--- src/rtl/axi_ni_response_pinout_buf.sv ---
// NI response pinout buffer: steers depacketized response beats onto AXI R/B with 2-entry FIFOs.
// Optional macro AXI_NI_RESP_ERR_COUNT_EN adds a saturating popped-SLVERR counter (err_count).

`ifndef PACKETRESPONSEWD
`define PACKETRESPONSEWD 2
`endif
`ifndef PACKETTRANSIDWD
`define PACKETTRANSIDWD 8
`endif
`ifndef PACKETRESPONSE_DVA
`define PACKETRESPONSE_DVA 0
`endif
`ifndef PACKETRESPONSE_FAIL
`define PACKETRESPONSE_FAIL 1
`endif

// Small synchronous FIFO whose head is read straight from the storage registers.
module axi_ni_resp_fifo #(
  parameter int unsigned W     = 8,
  parameter int unsigned DEPTH = 2
) (
  input  logic         clk,
  input  logic         rst,
  input  logic         push,
  input  logic [W-1:0] din,
  input  logic         pop,
  output logic [W-1:0] dout,
  output logic         valid,
  output logic         full
);
  localparam int unsigned AW = (DEPTH > 1) ? $clog2(DEPTH) : 1;

  logic [W-1:0]  mem [DEPTH];
  logic [AW-1:0] wr_ptr;
  logic [AW-1:0] rd_ptr;
  logic [AW:0]   count;

  always_ff @(posedge clk) begin
    if (rst) begin
      mem    <= '{default: '0};
      wr_ptr <= '0;
      rd_ptr <= '0;
      count  <= '0;
    end else begin
      if (push) begin
        mem[wr_ptr] <= din;
        wr_ptr      <= wr_ptr + AW'(1);
      end
      if (pop) rd_ptr <= rd_ptr + AW'(1);
      case ({push, pop})
        2'b10:   count <= count + (AW+1)'(1);
        2'b01:   count <= count - (AW+1)'(1);
        default: count <= count;
      endcase
    end
  end

  assign dout  = mem[rd_ptr];
  assign valid = (count != '0);
  assign full  = (count == (AW+1)'(DEPTH));
endmodule

module axi_ni_response_pinout_buf #(
  parameter int unsigned AXIRDATAWD = 32,
  parameter int unsigned AXIIDWD    = 4,
  parameter int unsigned LENWD      = 8,
  parameter int unsigned FIFO_DEPTH = 2
) (
  input  logic                        clk,
  input  logic                        rst,
  input  logic                        in_valid,
  output logic                        in_ready,
  input  logic                        in_mask,
  input  logic                        in_is_read,
  input  logic                        in_locked,
  input  logic [`PACKETRESPONSEWD-1:0] in_resp,
  input  logic [`PACKETTRANSIDWD-1:0]  in_id,
  input  logic [AXIRDATAWD-1:0]       in_data,
  input  logic [LENWD-1:0]            in_len,
  output logic [AXIIDWD-1:0]          RID,
  output logic [AXIRDATAWD-1:0]       RDATA,
  output logic [1:0]                  RRESP,
  output logic                        RLAST,
  output logic                        RVALID,
  input  logic                        RREADY,
  output logic [AXIIDWD-1:0]          BID,
  output logic [1:0]                  BRESP,
  output logic                        BVALID,
  input  logic                        BREADY
`ifdef AXI_NI_RESP_ERR_COUNT_EN
  ,
  output logic [15:0]                 err_count
`endif
);
  localparam int unsigned RESPWD = `PACKETRESPONSEWD;
  localparam int unsigned RW     = AXIIDWD + AXIRDATAWD + 3;
  localparam int unsigned BW     = AXIIDWD + 2;
  localparam logic [RESPWD-1:0] RESP_DVA  = RESPWD'(`PACKETRESPONSE_DVA);
  localparam logic [RESPWD-1:0] RESP_FAIL = RESPWD'(`PACKETRESPONSE_FAIL);
  localparam logic [1:0] AXI_OKAY   = 2'b00;
  localparam logic [1:0] AXI_EXOKAY = 2'b01;
  localparam logic [1:0] AXI_SLVERR = 2'b10;

  logic [1:0]         axi_resp;
  logic [AXIIDWD-1:0] axi_id;
  logic [LENWD-1:0]   cnt_q;
  logic [LENWD-1:0]   len_q;
  logic [LENWD-1:0]   cur_len;
  logic               rlast;
  logic               accept;
  logic               r_push, b_push, r_pop, b_pop;
  logic               r_full, b_full;
  logic [RW-1:0]      r_din, r_dout;
  logic [BW-1:0]      b_din, b_dout;

  // Packet response code to AXI response; FAIL is a failed exclusive, reported as OKAY.
  always_comb begin
    axi_resp = AXI_SLVERR;
    if (in_resp == RESP_DVA)       axi_resp = in_locked ? AXI_EXOKAY : AXI_OKAY;
    else if (in_resp == RESP_FAIL) axi_resp = AXI_OKAY;
  end

  assign axi_id   = AXIIDWD'(in_id);
  assign in_ready = in_mask | (in_is_read ? ~r_full : ~b_full);
  assign accept   = in_valid & in_ready & ~in_mask;
  assign r_push   = accept & in_is_read;
  assign b_push   = accept & ~in_is_read;
  assign r_pop    = RVALID & RREADY;
  assign b_pop    = BVALID & BREADY;

  // Burst length is only carried on the first beat; later beats use the latched copy.
  assign cur_len = (cnt_q == '0) ? in_len : len_q;
  assign rlast   = (cnt_q == cur_len);

  always_ff @(posedge clk) begin
    if (rst) begin
      cnt_q <= '0;
      len_q <= '0;
    end else if (r_push) begin
      if (cnt_q == '0) len_q <= in_len;
      cnt_q <= rlast ? '0 : cnt_q + LENWD'(1);
    end
  end

  assign r_din = {axi_id, in_data, axi_resp, rlast};
  assign b_din = {axi_id, axi_resp};

  axi_ni_resp_fifo #(.W(RW), .DEPTH(FIFO_DEPTH)) u_r_fifo (
    .clk(clk), .rst(rst), .push(r_push), .din(r_din), .pop(r_pop),
    .dout(r_dout), .valid(RVALID), .full(r_full)
  );

  axi_ni_resp_fifo #(.W(BW), .DEPTH(FIFO_DEPTH)) u_b_fifo (
    .clk(clk), .rst(rst), .push(b_push), .din(b_din), .pop(b_pop),
    .dout(b_dout), .valid(BVALID), .full(b_full)
  );

  assign {RID, RDATA, RRESP, RLAST} = r_dout;
  assign {BID, BRESP}               = b_dout;

`ifdef AXI_NI_RESP_ERR_COUNT_EN
  logic [15:0] err_q;
  logic [16:0] err_sum;

  // Both channels may pop SLVERR in one cycle, so the increment can be 2.
  assign err_sum = {1'b0, err_q}
                 + 17'(r_pop & (RRESP == AXI_SLVERR))
                 + 17'(b_pop & (BRESP == AXI_SLVERR));

  always_ff @(posedge clk) begin
    if (rst) err_q <= '0;
    else     err_q <= err_sum[16] ? 16'hFFFF : err_sum[15:0];
  end

  assign err_count = err_q;
`endif
endmodule

--- config.mk ---
export PLATFORM = sky130hd
export DESIGN_NAME = axi_ni_response_pinout_buf
export DESIGN_NICKNAME = d
export VERILOG_FILES = /design/src/rtl/axi_ni_response_pinout_buf.sv
export SDC_FILE = /design/constraint.sdc
export NUM_CORES = 1
export LEC_CHECK = 0
export ABC_CLOCK_PERIOD_IN_PS = 2200
export BUFFER_PORTS_ARGS = -buffer_cell sky130_fd_sc_hd__buf_2
export CORE_ASPECT_RATIO = 1.2
export CORE_MARGIN = 4
export CORE_UTILIZATION = 35
export CTS_BUF_LIST = sky130_fd_sc_hd__clkbuf_8
export DETAILED_ROUTE_END_ITERATION = 16
export PLACE_DENSITY_LB_ADDON = 0.05
export SLEW_MARGIN = 10
export SYNTH_ARGS = -nofsm -noshare
export SYNTH_HDL_FRONTEND = slang
export SYNTH_SLANG_ARGS = --single-unit
--- constraint.sdc ---
create_clock -name clk -period 2.2 [get_ports clk]
set_input_delay 0 -clock clk [delete_from_list [all_inputs] [get_ports clk]]
set_output_delay 0 -clock clk [all_outputs]
set_load 0.005 [all_outputs]
==> results of run 1 <==
==> sequential cells by signal (all words and copies together) (netlist names) <==
register / flops
u_r_fifo.mem: 78
u_b_fifo.mem: 12
cnt_q: 8
len_q: 8
u_b_fifo.count: 2
u_r_fifo.count: 2
u_b_fifo.rd_ptr: 1
u_b_fifo.wr_ptr: 1
u_r_fifo.rd_ptr: 1
u_r_fifo.wr_ptr: 1
==> logic make-up (layout without fill, tap and decap cells) <==
group,after synthesis,after routing,synth area share (%)
compound gates,105,105,12.0
xor+xnor,11,11,1.95
fa+ha+maj,4,4,1.01
buf+inv,48,210,4.03
flops,114,114,46.2
mux,65,65,14.3
simple gates,237,237,20.5
==> where the power goes <==
group          total [uW]  internal, uW  switching [uW]
Clock                1930          1130             804
Combinational         637           343             294
Sequential           2220          2140            83.4
==> how the worst max path moves through the flow <==
stage / startpoint / endpoint / slack [ps]
global placement: cnt_q[0] / cnt_q[3] / 120
finish: cnt_q[6] / cnt_q[5] / 120
floorplan: cnt_q[0] / cnt_q[5] / 160
CTS: cnt_q[2] / cnt_q[3] / 60
detailed placement: cnt_q[2] / cnt_q[3] / 80
global route: cnt_q[7] / cnt_q[5] / 20
==> critical path, stage by stage (launching register included) <==
cell	delay, ps
dfxtp_1	410
inv_1	130
a222oi_1	420
nand4b_1	160
a211oi_2	310
buf_4	180
nor3_2	40
a311o_1	330
==> metrics by stage <==
| stage | cell area [um^2] | std cells | hold slack (ps) | setup slack, ps |
|---|---|---|---|---|
| 6_report | 6600 | 917 | 35.9 | 117 |
| 5_1_grt | 6600 | 917 | 54.1 | 16.7 |
| 4_1_cts | 6570 | 916 | 6.59 | 58.1 |
| 3_5_place_dp | 5680 | 836 | 256 | 78.4 |
| 3_3_place_gp | 5680 | 836 | 253 | 120 |
| 2_1_floorplan | 4940 | 584 | 72.8 | 157 |
==> Yosys cell counts (2+ instances only) <==
cell | number | share of area [%]
nand2_1 | 163 | 12
mux2_2 | 45 | 10
inv_1 | 9 | 0.68
nor2_1 | 28 | 2.1
a221oi_1 | 2 | 0.35
mux2i_1 | 20 | 4.1
nand3b_1 | 2 | 0.30
a21oi_1 | 84 | 8.5
a222oi_1 | 2 | 0.41
nand2b_1 | 4 | 0.51
o22ai_1 | 3 | 0.38
o21ai_0 | 3 | 0.30
buf_2 | 3 | 0.30
buf_1 | 5 | 0.38
nor3_1 | 7 | 0.71
dfxtp_1 | 114 | 46
nor2b_1 | 3 | 0.38
nand3_1 | 7 | 0.71
buf_6 | 2 | 0.46
and2_1 | 3 | 0.38
and3_1 | 3 | 0.38
or2_2 | 2 | 0.25
clkbuf_1 | 28 | 2.1
a311o_1 | 3 | 0.61
xor2_1 | 5 | 0.89
xnor2_1 | 6 | 1.1
ha_1 | 4 | 1.0
nor2_2 | 2 | 0.25
a21o_1 | 2 | 0.30
or3_1 | 6 | 0.76
==> timing repair <==
action | in CTS | in global routing
setup endpoints to repair | 0 | 4
buffers inserted | 0 | 1
resized for setup | 0 | 5
hold endpoints to repair | 98 | 0
hold buffers | 50 | 0
==> metal layers <==
layer	track usage [%]	wire, um	up-vias
li1	-	-	2270
met1	20.6	5920	2111
met2	27.8	6390	92
met3	4.72	663	14
met4	5.86	157	0
met5	0	0	-
==> area by class of cell <==
type                    instances  area (um^2)
multi-input cells             422         2480
clock buffers                  22          303
repair buffers                170         1190
well taps                     171          214
clock inverters                 8         86.3
fillers                      1360         7220
flip-flops and latches        114         2290
inverters                      10         37.5
==> flow_summary.yaml, run 1 <==
cts:
  cts_num_sinks: 114
  clk_latency_ps: 430
  root_buffer: "clkbuf_8"
  cts-buffers-inserted: 17
  cts_buffer_depth: 2
  htreeDepth: 4
  cts_tree: "yes"
  clkTransAtPathRegs_ps: 60
timing:
  setup_viol: 0
  clock.fmax_ghz: 0.480
  finalMaxSlewViolations: 0
  maxSlewHeadroom_pct: 60.7
  min_period_ps: 2080
  fin_setup_tns_ps: 0
  worst_pin_slew_ps: 589
  finalCritPeriodShare_pct: 94.7
  finalClockSkew_ps: 10.3
  hold_viol: 0
  rsz0062_at_grt: "false"
grt:
  grt_pass1_wl_um: 21600
  grt_usage_pct: 16.8
  grt_antenna_before_repair: 0
  grt_max_degree: 56
  first_global_vias: 4422
  grt_overflow: 0
finish:
  diodes: 0
  final_common_cell: "nand2_1"
  nets: 797
  drive_gt1_share_pct: 28.2
  flow.area_growth_from_synthesis_pct: 33.6
  finish.utilization_pct: 47.7
  final_cell_mix: "nand2_1, dfxtp_1, buf_2"
power:
  power_uw: 4790
  leakagePower_uw: 0.00273
  peakVddDrop_uv: 341
  power_density_nw_per_um2: 726
drt:
  dr.pass1.iters: 4
  drtAntennaViolNets: 0
  routed_wl_um: 13100
  vias: 4487
  drc: 0
  drt_iter0_markers: 200
  wire_per_inst_um: 14.3
  vias_per_cell: 4.89
logic_synthesis:
  synth_cells: 584
  yosysSeqAreaShare_pct: 46.2
  synthArstFlopShare_pct: 0
  syn_nets: 646
  avgSynthCellArea_um2: 8.45
  synth_cell_types: 44
  synth_edf_count: 0
  syn-cell-area_um2: 4940
  yosys_register_bits: 114
  synth_flop_cell: "dfxtp_1"
  yosys_warnings: 0
die:
  design.portCount: 106
  die_w_um: 116
  die_area_um2: 16100
  fp.dieH_um: 138
  rows: 47
  coreArea_um2: 13800
  start_util_pct: 35.7
critical_path:
  ff2ff_setup_slack_ps: 120
  r2r-end: "cnt_q[5]"
  crit_fanout: 5
  setup.worst_path.start_class: "register"
  r2r_start: "cnt_q[6]"
  worst-setup-path-type: "reg2reg"
  reg2regPathDepth: 7
  end_kind: "register"
  required_ps: 2510
  worst_ep_arrival_time_ps: 2400
placed_design:
  gp_congestion: 0.757
  numPortBuffers: 101
  post-dp-hpwl_um: 8540
hold_path:
  holdPathStages: 4
  hp-class: "in2reg"
  hp-start: "in_is_read"
  min_to: "u_b_fifo.wr_ptr"
outcome:
  status: "finished, final reports clean"
flow_run:
  max_cap_violations: 0
(Power assumes the default switching activity.)
==> inputs of run 2 (changes only) <==
Settings changed: SYNTH_HIERARCHICAL set to 1.
==> flow_summary.yaml, run 2 <==
finish:
  final_cell_mix: "nand2_1, dfxtp_1, buf_2"
  diodes: 0
  nets: 832
  top_register: "u_r_fifo/mem"
  largest_reg_flops: 78
  instances_no_fill: 957
  flow.area_growth_from_synthesis_pct: 33.0
  drive_gt1_share_pct: 28.0
  top_regs: "u_r_fifo/mem: 78 flops, u_b_fifo/mem: 12 flops"
  final_common_cell: "nand2_1"
  finish.utilization_pct: 47.2
cts:
  cts-buffers-inserted: 17
  htreeDepth: 4
  cts_tree: "yes"
  root_buffer: "clkbuf_8"
  cts_num_sinks: 114
  clk_latency_ps: 440
  cts_buffer_depth: 2
  clkTransAtPathRegs_ps: 70
timing:
  finalMaxSlewViolations: 0
  fin_setup_tns_ps: 0
  worst_pin_slew_ps: 505
  min_period_ps: 2100
  timing.hold.ws_ps: 25.2
  setup_viol: 0
  maxSlewHeadroom_pct: 66.4
  finalCritPeriodShare_pct: 95.6
  finalClockSkew_ps: 8.88
  clock.fmax_ghz: 0.476
  hold_viol: 0
drt:
  wire_per_inst_um: 14.4
  vias_per_cell: 4.91
  dr.pass1.iters: 4
  drt_iter0_markers: 178
  drtAntennaViolNets: 0
  routed_wl_um: 13800
  vias: 4701
  drc: 0
die:
  fp.dieH_um: 140
  rows: 48
  start_util_pct: 35.5
  coreArea_um2: 14400
  design.portCount: 106
  die_w_um: 118
  die_area_um2: 16500
critical_path:
  worst_ep_arrival_time_ps: 2460
  worst-setup-path-type: "reg2reg"
  setup.worst_path.start_class: "register"
  required_ps: 2550
  crit_fanout: 6
  end_kind: "register"
logic_synthesis:
  yosysMostFrequentCell: "nand2_1"
  synthArstFlopShare_pct: 0
  yosys_register_bits: 114
  synth_cells: 613
  synth_flop_cell: "dfxtp_1"
  syn-cell-area_um2: 5090
  yosysSeqAreaShare_pct: 44.8
  synth_edf_count: 0
  yosys-top-cells-count: "nand2_1, dfxtp_1, a21oi_1"
  synth_top_area_share_pct: 44.8
  synth_area_leaders: "dfxtp_1, nand2_1, mux2_2"
  synth_cell_types: 46
  avgSynthCellArea_um2: 8.31
  yosys_warnings: 6
  syn_nets: 675
  yosysTopAreaCell: "dfxtp_1"
placed_design:
  gp_congestion: 0.779
  numPortBuffers: 101
  place_inst: 870
  post-dp-hpwl_um: 8650
hold_path:
  hp-class: "in2reg"
grt:
  first_global_vias: 4595
  grt_usage_pct: 16.8
  grt_antenna_before_repair: 0
  grt_pass1_wl_um: 22400
  grt_overflow: 0
  grt_max_degree: 71
flow_run:
  max_cap_violations: 0
power:
  power_uw: 5140
  peakVddDrop_uv: 303
  leakagePower_uw: 0.00276
  power_density_nw_per_um2: 760
outcome:
  status: "finished, final reports clean"
[run 2: changes by cell type after synthesis, sizes merged, moves of 4 or more]
cell | previous run | this run
nor2 | 30 | 17
o311ai | 0 | 4
a21oi | 84 | 98
nand2 | 163 | 191
o21ai | 3 | 8
mux2i | 20 | 8
or3 | 6 | 2
buf | 10 | 25
o211ai | 0 | 7
clkbuf | 28 | 13
inv | 9 | 16
[run 2: per-layer routing]
layer  track usage [%]  up-vias  share of wire, %
met1              20.3     2214                45
met3              5.13       21               3.9
met4              6.30        0               1.9
li1                  -     2375                 -
met5                 0        -                 0
met2              28.0       91                49
[run 2: layout make-up]
cell class	instances	area (um^2)
Clock buffer	22	303
Clock inverter	9	65.1
Fill cell	1435	7580
Inverter	16	60.1
Multi-Input combinational cell	445	2610
Sequential cell	114	2280
Tap cell	175	219
Timing Repair Buffer	176	1230
[run 2: logic make-up after synthesis]
group	count (synthesis)	synth area share [%]
AO/OA/AOI/OAI	127	14.6
XOR/XNOR	7	1.57
adder cells (fa/ha/maj)	4	0.983
buffers and inverters	54	5.19
flip-flops	114	44.8
multiplexers	54	11.8
AND/OR/NAND/NOR	253	21.0
[run 2: report_power, final]
group	total, uW	switching [uW]	internal (uW)	leakage (uW)
clock	1820	808	1010	0.000209
sequential	2220	67.0	2150	0.000923
combinational	1110	553	553	0.00163
total	5140	1430	3720	0.00276
[run 2: worst paths after layout]
kind                    startpoint          endpoint  slack, ps  cells past startpoint
setup reg to reg          cnt_q[0]          cnt_q[6]        100                     10
setup / recovery          cnt_q[0]          cnt_q[6]        100                     10
hold reg to reg   u_r_fifo/mem[60]  u_r_fifo/mem[60]        450                      2
hold / removal                 rst          cnt_q[1]         30                      2
[run 2: timing repair]
action,CTS,global route
hold buffers,50,0
setup endpoints to repair,6,7
gates cloned,0,1
pin swaps,1,7
setup buffers,0,5
hold endpoints to repair,98,0
gates resized for setup,6,4
[run 2: worst max-delay path, cell delays in order (launching register included)]
cell and delay, ps:
dfxtp_1 310, inv_1 70, ha_1 150, nor4b_4 270, nand2_2 120, buf_4 150
and3_2 180, o2111ai_4 220, buf_6 160, o211ai_4 120, o311ai_2 260
[run 2: stage by stage]
stage          worst slack, ps  instance area, um^2
3_5_place_dp             -71.3                 5800
5_1_grt                  -3.80                 6770
2_1_floorplan             91.2                 5090
4_1_cts                   23.0                 6700
3_3_place_gp             -11.2                 5800
6_report                  97.4                 6770
